`src/rtl/sar_pkg.sv`:
```
// Shared types and helpers for the successive-approximation linear solver.
package sar_pkg;

  // Width of every f(x), target and residual quantity.
  localparam int unsigned CMP_W = 32;

  typedef enum logic [2:0] {
    StIdle,
    StLoad,
    StTest,
    StTrim,
    StDone
  } state_e;

  // Ceiling log2, with clog2(1) == 0.
  function automatic int unsigned clog2(input int unsigned value);
    int unsigned res;
    res = 0;
    while ((res < 32) && ((64'd1 << res) < 64'(value))) begin
      res++;
    end
    return res;
  endfunction

endpackage

```
`src/rtl/sar_lin_eval.sv`:
```
// Combinational evaluator of the forward model f(in) = SLOPE*in + OFFSET.
module sar_lin_eval
  import sar_pkg::*;
#(
  parameter int unsigned IN_W   = 9,
  parameter int unsigned SLOPE  = 24,
  parameter int unsigned OFFSET = 3000
) (
  input  logic [IN_W-1:0]  in_i,
  output logic [CMP_W-1:0] f_o
);

  assign f_o = CMP_W'(SLOPE) * CMP_W'(in_i) + CMP_W'(OFFSET);

endmodule

```
`src/rtl/sar_linear_solver.sv`:
```
// Successive-approximation inverse of f(x) = SLOPE*x + OFFSET against T = SCALE*target_y,
// one result bit per cycle, with floor/nearest rounding, range flags and residual.
module sar_linear_solver
  import sar_pkg::*;
#(
  parameter int unsigned X_W    = 8,
  parameter int unsigned Y_W    = 10,
  parameter int unsigned SLOPE  = 24,
  parameter int unsigned OFFSET = 3000,
  parameter int unsigned SCALE  = 10,
  parameter int unsigned TOL    = 12
) (
  input  logic             clk,
  input  logic             rst,
  input  logic             start,
  input  logic             round_md,
  input  logic [Y_W-1:0]   target_y,
  output logic             busy,
  output logic             done,
  output logic [X_W-1:0]   x,
  output logic             under,
  output logic             over,
  output logic             in_tol,
  output logic [CMP_W-1:0] resid
);

  localparam int unsigned BitW = (X_W > 1) ? clog2(X_W) : 1;
  localparam logic [X_W-1:0] XMax = {X_W{1'b1}};
  localparam longint unsigned FMaxL = 64'(SLOPE) * ((64'd1 << X_W) - 64'd1) + 64'(OFFSET);
  localparam longint unsigned TMaxL = 64'(SCALE) * ((64'd1 << Y_W) - 64'd1);
  localparam logic [CMP_W-1:0] FMax = CMP_W'(FMaxL);

  // f(max)+SLOPE and the largest target must fit below 2^31 so no compare wraps.
  if ((FMaxL + 64'(SLOPE) >= 64'h8000_0000) || (TMaxL >= 64'h8000_0000)) begin : g_bad_params
    $error("sar_linear_solver: parameters overflow the 31-bit compare range");
  end

  state_e           state_q, state_d;
  logic [BitW-1:0]  bit_q, bit_d;
  logic [X_W-1:0]   xw_q, xw_d;     // working x built MSB first
  logic [CMP_W-1:0] fx_q, fx_d;     // f(xw_q), tracked so TRIM needs only one evaluator
  logic [CMP_W-1:0] t_q, t_d;
  logic             md_q, md_d;
  logic             busy_q, busy_d;
  logic             done_q, done_d;
  logic [X_W-1:0]   x_q, x_d;
  logic             under_q, under_d;
  logic             over_q, over_d;
  logic             in_tol_q, in_tol_d;
  logic [CMP_W-1:0] resid_q, resid_d;

  logic [X_W-1:0]   trial;
  logic [X_W:0]     eval_in;
  logic [CMP_W-1:0] f_eval;
  logic             t_under, t_over, take_up;
  logic [X_W-1:0]   trim_x;
  logic [CMP_W-1:0] trim_resid;

  // Evaluator input: candidate bit during TEST, the upper neighbour x+1 during TRIM.
  always_comb begin
    trial   = xw_q | (X_W'(1) << bit_q);
    eval_in = (state_q == StTest) ? {1'b0, trial} : ({1'b0, xw_q} + (X_W + 1)'(1));
  end

  sar_lin_eval #(
    .IN_W   (X_W + 1),
    .SLOPE  (SLOPE),
    .OFFSET (OFFSET)
  ) u_eval (
    .in_i (eval_in),
    .f_o  (f_eval)
  );

  // Final rounding, range clamping and residual for the result being committed.
  always_comb begin
    t_under = t_q < CMP_W'(OFFSET);
    t_over  = t_q > FMax;
    // Outside the under case fx_q <= T < f(x+1), so both differences are non-negative.
    take_up = md_q && (xw_q != XMax) && ((f_eval - t_q) < (t_q - fx_q));
    if (t_under) begin
      trim_x     = '0;
      trim_resid = CMP_W'(OFFSET) - t_q;
    end else if (t_over) begin
      trim_x     = XMax;
      trim_resid = t_q - FMax;
    end else if (take_up) begin
      trim_x     = xw_q + X_W'(1);
      trim_resid = f_eval - t_q;
    end else begin
      trim_x     = xw_q;
      trim_resid = t_q - fx_q;
    end
  end

  // Next-state logic for the FSM, search datapath and result registers.
  always_comb begin
    state_d  = state_q;
    bit_d    = bit_q;
    xw_d     = xw_q;
    fx_d     = fx_q;
    t_d      = t_q;
    md_d     = md_q;
    busy_d   = busy_q;
    done_d   = 1'b0;
    x_d      = x_q;
    under_d  = under_q;
    over_d   = over_q;
    in_tol_d = in_tol_q;
    resid_d  = resid_q;

    unique case (state_q)
      StIdle, StDone: begin
        if (start) begin
          state_d = StLoad;
          busy_d  = 1'b1;
          t_d     = CMP_W'(SCALE) * CMP_W'(target_y);
          md_d    = round_md;
        end else begin
          state_d = StIdle;
        end
      end
      StLoad: begin
        state_d = StTest;
        xw_d    = '0;
        fx_d    = CMP_W'(OFFSET);
        bit_d   = BitW'(X_W - 1);
      end
      StTest: begin
        if (f_eval <= t_q) begin
          xw_d = trial;
          fx_d = f_eval;
        end
        if (bit_q == '0) begin
          state_d = StTrim;
        end else begin
          bit_d = bit_q - BitW'(1);
        end
      end
      StTrim: begin
        state_d  = StDone;
        busy_d   = 1'b0;
        done_d   = 1'b1;
        x_d      = trim_x;
        under_d  = t_under;
        over_d   = t_over;
        resid_d  = trim_resid;
        in_tol_d = trim_resid <= CMP_W'(TOL);
      end
      default: begin
        state_d = StIdle;
        busy_d  = 1'b0;
      end
    endcase
  end

  // State and output registers with synchronous reset.
  always_ff @(posedge clk) begin
    if (rst) begin
      state_q  <= StIdle;
      bit_q    <= '0;
      xw_q     <= '0;
      fx_q     <= '0;
      t_q      <= '0;
      md_q     <= 1'b0;
      busy_q   <= 1'b0;
      done_q   <= 1'b0;
      x_q      <= '0;
      under_q  <= 1'b0;
      over_q   <= 1'b0;
      in_tol_q <= 1'b0;
      resid_q  <= '0;
    end else begin
      state_q  <= state_d;
      bit_q    <= bit_d;
      xw_q     <= xw_d;
      fx_q     <= fx_d;
      t_q      <= t_d;
      md_q     <= md_d;
      busy_q   <= busy_d;
      done_q   <= done_d;
      x_q      <= x_d;
      under_q  <= under_d;
      over_q   <= over_d;
      in_tol_q <= in_tol_d;
      resid_q  <= resid_d;
    end
  end

  assign busy   = busy_q;
  assign done   = done_q;
  assign x      = x_q;
  assign under  = under_q;
  assign over   = over_q;
  assign in_tol = in_tol_q;
  assign resid  = resid_q;

endmodule

```
`config.mk`:
```
export PLATFORM = sky130hd
export DESIGN_NAME = sar_linear_solver
export DESIGN_NICKNAME = d
export VERILOG_FILES = /design/src/rtl/sar_pkg.sv /design/src/rtl/sar_lin_eval.sv /design/src/rtl/sar_linear_solver.sv
export SDC_FILE = /design/constraint.sdc
export NUM_CORES = 1
export LEC_CHECK = 0
export ABC_CLOCK_PERIOD_IN_PS = 21000
export CORE_MARGIN = 2
export CORE_UTILIZATION = 30
export CTS_BUF_LIST = sky130_fd_sc_hd__clkbuf_8
export DETAILED_ROUTE_END_ITERATION = 7
export GPL_TIMING_DRIVEN = 0
export SLEW_MARGIN = 5
export SYNTH_ARGS = -nofsm -noshare
export SYNTH_HDL_FRONTEND = slang
export SYNTH_SLANG_ARGS = --single-unit
```
`constraint.sdc`:
```
create_clock -name clk -period 21 [get_ports clk]
set_input_delay 3.15 -clock clk [delete_from_list [all_inputs] [get_ports clk]]
set_output_delay 3.15 -clock clk [all_outputs]
set_load 0.02 [all_outputs]
```
## Word level (Yosys, flattened, before mapping)

Index checks and enable logic that the tools add are counted.

| word-level totals | value |
|---|---|
| register bits | 105 |
| input bits | 14 |
| output and inout bits | 45 |

| operators by class | value |
|---|---|
| add/sub/neg operators | 8 |
| $mul | 2 |
| order comparisons | 5 |
| equal/unequal tests | 9 |
| shift operators | 1 |
| multiplexer cells | 19 |
| bitwise operators | 2 |
| reductions and logical operators | 11 |

Operators with widths:

| cell | count |
|---|---|
| two-way mux 32 bit | 4 |
| one-hot mux 32 bit (2 select lines) | 1 |
| less-or-equal comparator 32 x 14 -> 1 bit | 1 |
| less-or-equal comparator 32 x 4 -> 1 bit, second input constant | 1 |
| less-than comparator 32 bit | 1 |
| two-way mux 8 bit | 4 |
| subtractor 14 x 32 -> 32 bit | 1 |
| subtractor 32 x 14 -> 32 bit | 1 |
| one-hot mux 8 bit (2 select lines) | 1 |
| adder 14 x 12 -> 15 bit, second input constant | 1 |
| subtractor 12 x 14 -> 15 bit, first input constant | 1 |
| subtractor 14 x 14 -> 15 bit, second input constant | 1 |
| greater-than comparator 14 bit, second input constant | 1 |
| less-than comparator 14 x 12 -> 1 bit, second input constant | 1 |
| multiplier 3 x 10 -> 13 bit, first input constant | 1 |
| one-hot mux 3 bit (4 select lines) | 1 |
| multiplier 2 x 9 -> 11 bit, first input constant | 1 |
| adder 8 x 1 -> 9 bit, second input constant | 1 |
| two-way mux 9 bit | 1 |
| adder 8 x 1 -> 8 bit, second input constant | 1 |
| != test 8 bit, second input constant | 1 |
| bitwise OR 8 bit | 1 |
| AND reduction 2 bit | 4 |
| << shifter 1 x 3 -> 8 bit, first input constant | 1 |
| other kinds (15) | 24 |

## Logic depth before layout (Yosys ltp)

| depth | value |
|---|---|
| depth in word-level cells | 12 |
| mapped depth | 37 |
| mapped depth without buffers | 34 |

## Hierarchy

Synthesis repeated with hierarchy kept, for this count alone.

| second synthesis, totals | value |
|---|---|
| cell total of the unflattened synthesis | 1187 |
| area, all modules | 9107.5 um2 |

By module, submodules not included:

| module | times used | cells an instance | area each (um2) | sequential area each (um2) |
|---|---|---|---|---|
| sar_linear_solver | 1 | 1094 | 8364.3 | 2102.0 |
| sar_lin_eval | 1 | 93 | 743.2 | 0.0 |

## Worst setup path before layout

Ideal clock, no wire load.

| path | value |
|---|---|
| path type | reg-to-reg |
| start point | reg state_q[1] |
| end point | reg in_tol_q (netlist: in_tol) |
| arrival | 6.731 ns |
| data required time | 20.931 ns |
| slack | 14.200 ns |
| cell stages (with the launch flop) | 34 |
| buffers on the path | 3 |
| cell sequence | dfxtp_1 -> buf_4 -> nand2b_1 -> nor2_1 -> clkbuf_1 -> nor2_1 -> a211oi_1 -> a21oi_1 -> ha_1 -> nor2b_1 -> o21a_1 -> or3_1 -> a21oi_1 -> nand2_1 -> xor2_1 -> ha_1 -> nand3_1 -> or2_2 -> o31ai_1 -> a21o_1 -> a21oi_1 -> ha_1 -> ha_1 -> nand4_1 -> nor3_1 -> nor4b_1 -> o2111ai_1 -> a21oi_1 -> clkbuf_1 -> nor3b_1 -> a311oi_1 -> nor4b_1 -> nand4_1 -> o21ai_1 |

| between the ends | value |
|---|---|
| longest elaborated chain between the ends | 11 |
| elaborated cells between the ends (all ways) | 12 |
| those cells by class | add/sub (2); mul (1); order compare (2); eq/ne (2); mux (4); reduce/logical (1) |

RTL lines:

| what | RTL line | text |
|---|---|---|
| from (decl) | sar_linear_solver.sv:38 | `state_e state_q, state_d;` |
| from (signal assigned) | sar_linear_solver.sv:159 | `state_q <= StIdle;` |
| from (signal assigned) | sar_linear_solver.sv:173 | `state_q <= state_d;` |
| == test 3 x 2 -> 1 bit | sar_linear_solver.sv:62 | `eval_in = (state_q == StTest) ? {1'b0, trial} : ({1'b0, xw_q} + (X_W + 1)'(1));` |
| two-way mux 9 bit | sar_linear_solver.sv:62 |  |
| multiplier 2 x 9 -> 11 bit | sar_lin_eval.sv:13 | `assign f_o = CMP_W'(SLOPE) * CMP_W'(in_i) + CMP_W'(OFFSET);` |
| adder 14 x 12 -> 15 bit | sar_lin_eval.sv:13 |  |
| subtractor 32 x 14 -> 32 bit | sar_linear_solver.sv:79, sar_linear_solver.sv:88 |  |
| less-than comparator 32 bit | sar_linear_solver.sv:79 | `take_up = md_q && (xw_q != XMax) && ((f_eval - t_q) < (t_q - fx_q));` |
| logical AND 1 bit | sar_linear_solver.sv:79 |  |
| two-way mux 32 bit | sar_linear_solver.sv:86 | `end else if (take_up) begin` |
| two-way mux 32 bit | sar_linear_solver.sv:83 | `end else if (t_over) begin` |
| two-way mux 32 bit | sar_linear_solver.sv:80 | `if (t_under) begin` |
| less-or-equal comparator 32 x 4 -> 1 bit | sar_linear_solver.sv:147 | `in_tol_d = trim_resid <= CMP_W'(TOL);` |
| to (signal assigned) | sar_linear_solver.sv:184 | `in_tol_q <= in_tol_d;` |
| to (decl) | sar_linear_solver.sv:49 | `logic in_tol_q, in_tol_d;` |

Several ways; a longest one is shown, not always the timed one.
A chain may end at the register's enable or synchronous reset.

## Worst setup path in the final report

| path | value |
|---|---|
| start point | reg state_q[2] |
| end point | reg in_tol_q (netlist: in_tol) |

The elaborated chain is that of the path after synthesis.

==> reports/results.tsv <==
stage	metric	value	unit
run_status	status	completed	
cells_and_area	synthToLayoutAreaGrowth	16.8	%
clock_network	ctsResizeCount	0	
global_route	grt_first_pass_wirelength	32400	um
placed_design	hpwl	16700	um
detailed_routing	routed_wl	20500	um
setup_path	worstPathArrival	9.15	ns
clock_network	root_buffer	clkbuf_8	
setup_path	worst-setup-path-type	reg -> reg	
yosys	yosys_warnings	0	
setup_path	worst_path_dominant_cell_family	compound AO/OA/AOI/OAI gates	
timing	fin_crit	8.88	ns
yosys	ys_ff_latch	80	
clock_network	cts_setup_buffers	0	
floorplan	core	0.0226	mm^2
timing	rsz0062_at_grt	false	
cells_and_area	nets	1068	
timing	finalHoldViolations	0	
cells_and_area	multiInputGateArea	0.00485	mm^2
yosys	syn_area_per_cell	7.72	um^2
placed_design	place.gp.congestion	0.968	
cells_and_area	n_antenna_cell	0	
yosys	async_reset_ff_frac	0	
timing	slew_viol_final	0	
detailed_routing	via_count	6592	
timing	hold_ws	0.460	ns
yosys	syn_inst	895	
floorplan	placementRows	55	
yosys	ys_top_cells_by_area	dfxtp_1 (23%), ha_1 (16%), a21oi_1 (7.0%)	
clock_network	cts_tree	built	
clock_network	h-tree-depth	3	
floorplan	die_h	156	um
global_route	grt_overflow	0	
timing	skew	0.00941	ns
global_route	first_global_vias	6043	
placed_design	port_buffers	57	
setup_path	critical_path_buf_inv_count	2	
timing	relSlewSlack	0.229	
floorplan	die_area	0.0242	mm^2
detailed_routing	dr.first_iter.drc_count	422	
detailed_routing	ant_nets	0	
yosys	synthesis.area	0.00691	mm^2
global_route	grt_max_degree	14	
global_route	grtUsageTotal	0.169	
power	p_leak	3.18	nW
timing	finalSetupViolations	0	
timing	fmax	0.113	GHz
flow_run	cap_violations	0	
clock_network	clkTransAtPathRegs	0.08	ns
cells_and_area	drive_gt1_frac	0.0558	
detailed_routing	drc	0	
hold_path	min_path_type	reg -> reg	
floorplan	ioPinCount	59	
detailed_routing	wl_per_cell	16.4	um
timing	period_share	0.423	
setup_path	crit_path_start_kind	register	
floorplan	die_w	156	um
global_route	antenna_found_initial	0	
floorplan	start_util	0.305	
yosys	netlist.area_leader.share	0.232	
power	peakVddDrop	0.0328	mV
timing	worstMarginPinSlew	1.15	ns
clock_network	clock_path_buffers	2	
setup_path	max_stage_delay	0.70	ns
detailed_routing	dr.pass1.iters	4	
setup_path	crit_path_end_kind	register	
setup_path	required	21.27	ns
yosys	synth_edf_count	0	
setup_path	cp_max_fo	10	
clock_network	ctsHoldBuffers	0	
cells_and_area	final_cell_mix	a21oi_1 (97), nor2_1 (90), nand2_1 (88), ha_1 (88), dfxtp_1 (80)	
clock_network	worstSkewPairLatency	0.38	ns
yosys	yosys.area.top_type	dfxtp_1	
yosys	ys_seq_area_frac	0.232	
clock_network	clock_sinks	80	
setup_path	crit_slowest_cell	a21oi_1	
cells_and_area	final_common_cell	a21oi_1	
timing	setup_tns	0	ns
detailed_routing	viasPerCell	5.26	
cells_and_area	fillers	2414	
clock_network	cts_made_buffers	9	
cells_and_area	seq_area	0.00160	mm^2
power	cellPowerDensity	94.5	mW/mm^2
yosys	syn-num-nets	1000	
yosys	synth.distinct_cells	75	
yosys	synth_ff_type	dfxtp_1	
==> worst paths after layout <==
check | start | endpoint | slack (ns) | cells past startpoint
worst min-delay path | resid[4] | resid[4] | 0.46 | 2
worst min register to register | resid[4] | resid[4] | 0.46 | 2
worst max-delay path | state_q[2] | in_tol | 12.12 | 32
worst max register to register | state_q[2] | in_tol | 12.12 | 32
==> worst min-delay path: stages, from the launching register on <==
cell	delay [ns]
dfxtp_1	0.32
nand2_1	0.05
a21oi_1	0.05
==> per-stage QoR <==
step | setup WS [ns] | std cells | instance area, um^2 | util | total power [mW]
2_1_floorplan | 14.20 | 895 | 6910 | - | 0.507
3_3_place_gp | 12.37 | 1237 | 7830 | 0.346 | 0.620
3_5_place_dp | 12.30 | 1237 | 7830 | 0.346 | 0.625
4_1_cts | 12.25 | 1253 | 8060 | 0.356 | 0.761
5_1_grt | 11.34 | 1253 | 8060 | 0.356 | 0.827
6_report | 12.12 | 1253 | 8060 | 0.356 | 0.762
==> area by class of cell <==
type / count / share of cell area
timing repair buffer: 57 / 0.0708
clock buffer: 11 / 0.0188
inverter: 54 / 0.0251
multi-input combinational: 710 / 0.601
clock inverter: 5 / 0.00993
tap: 285 / 0.0442
sequential: 80 / 0.199
buffer: 51 / 0.0315
==> synthesized netlist by cell type, types with 3 or more instances <==
library cell  count
nand2b_1         12
o21ai_1           8
o31ai_1           6
fa_1              3
o211ai_1          5
a32oi_1           4
nand3_1          22
xnor2_1          34
clkbuf_1         29
and3_1            6
o21bai_1          5
nor2_1           90
inv_1            54
or3_1             8
mux2i_1           6
o22ai_1           5
a21o_1           10
buf_6             3
a22oi_1           4
nor2b_1          11
a21oi_1          97
a21boi_0          3
a22o_1            5
xor2_1           14
dfxtp_1          80
o2111ai_1         3
o211a_1           8
nand2_1          88
buf_4             7
nand4_1           6
buf_2            11
a311oi_1          8
a31oi_1          10
ha_1             88
o21ai_0          28
nor3_1           21
and2_1            8
o21a_1           23
a211oi_1         13
or2_2             5
==> cell families (layout without fill, tap and decap cells) <==
family                   Yosys count  in the layout  synth area share
other                              1              1          0.000543
XOR/XNOR                          49             49            0.0632
multiplexers                       6              6           0.00870
AND/OR/NAND/NOR                  292            292             0.196
AO/OA/AOI/OAI                    271            271             0.265
flip-flops                        80             80             0.232
buffers and inverters            105            178            0.0661
adder cells (fa/ha/maj)           91             91             0.168
==> flip-flops by register name, summed over array words and instances, names as in the netlist <==
register and count:
busy 1, in_tol 1, state_q 3, over 1, md_q 1, fx_q 12
xw_q 8, under 1, resid 27, t_q 13, bit_q 3, done 1
x 8
==> layer usage <==
metal | up-vias | share of wire | wire (um) | GRT usage
li1 | 3326 | - | - | -
met1 | 3077 | 0.49 | 10000 | 0.234
met2 | 164 | 0.44 | 9000 | 0.270
met3 | 25 | 0.055 | 1140 | 0.0361
met4 | 0 | 0.017 | 352 | 0.0402
met5 | - | 0 | 0 | 0
==> power breakdown <==
group | internal (mW) | switching (mW) | leakage [nW]
Combinational | 0.180 | 0.272 | 2.42
Sequential | 0.165 | 0.0120 | 0.650
Clock | 0.0732 | 0.0596 | 0.117
Total | 0.419 | 0.344 | 3.18
Note: power is estimated with default switching activity, not from simulation.
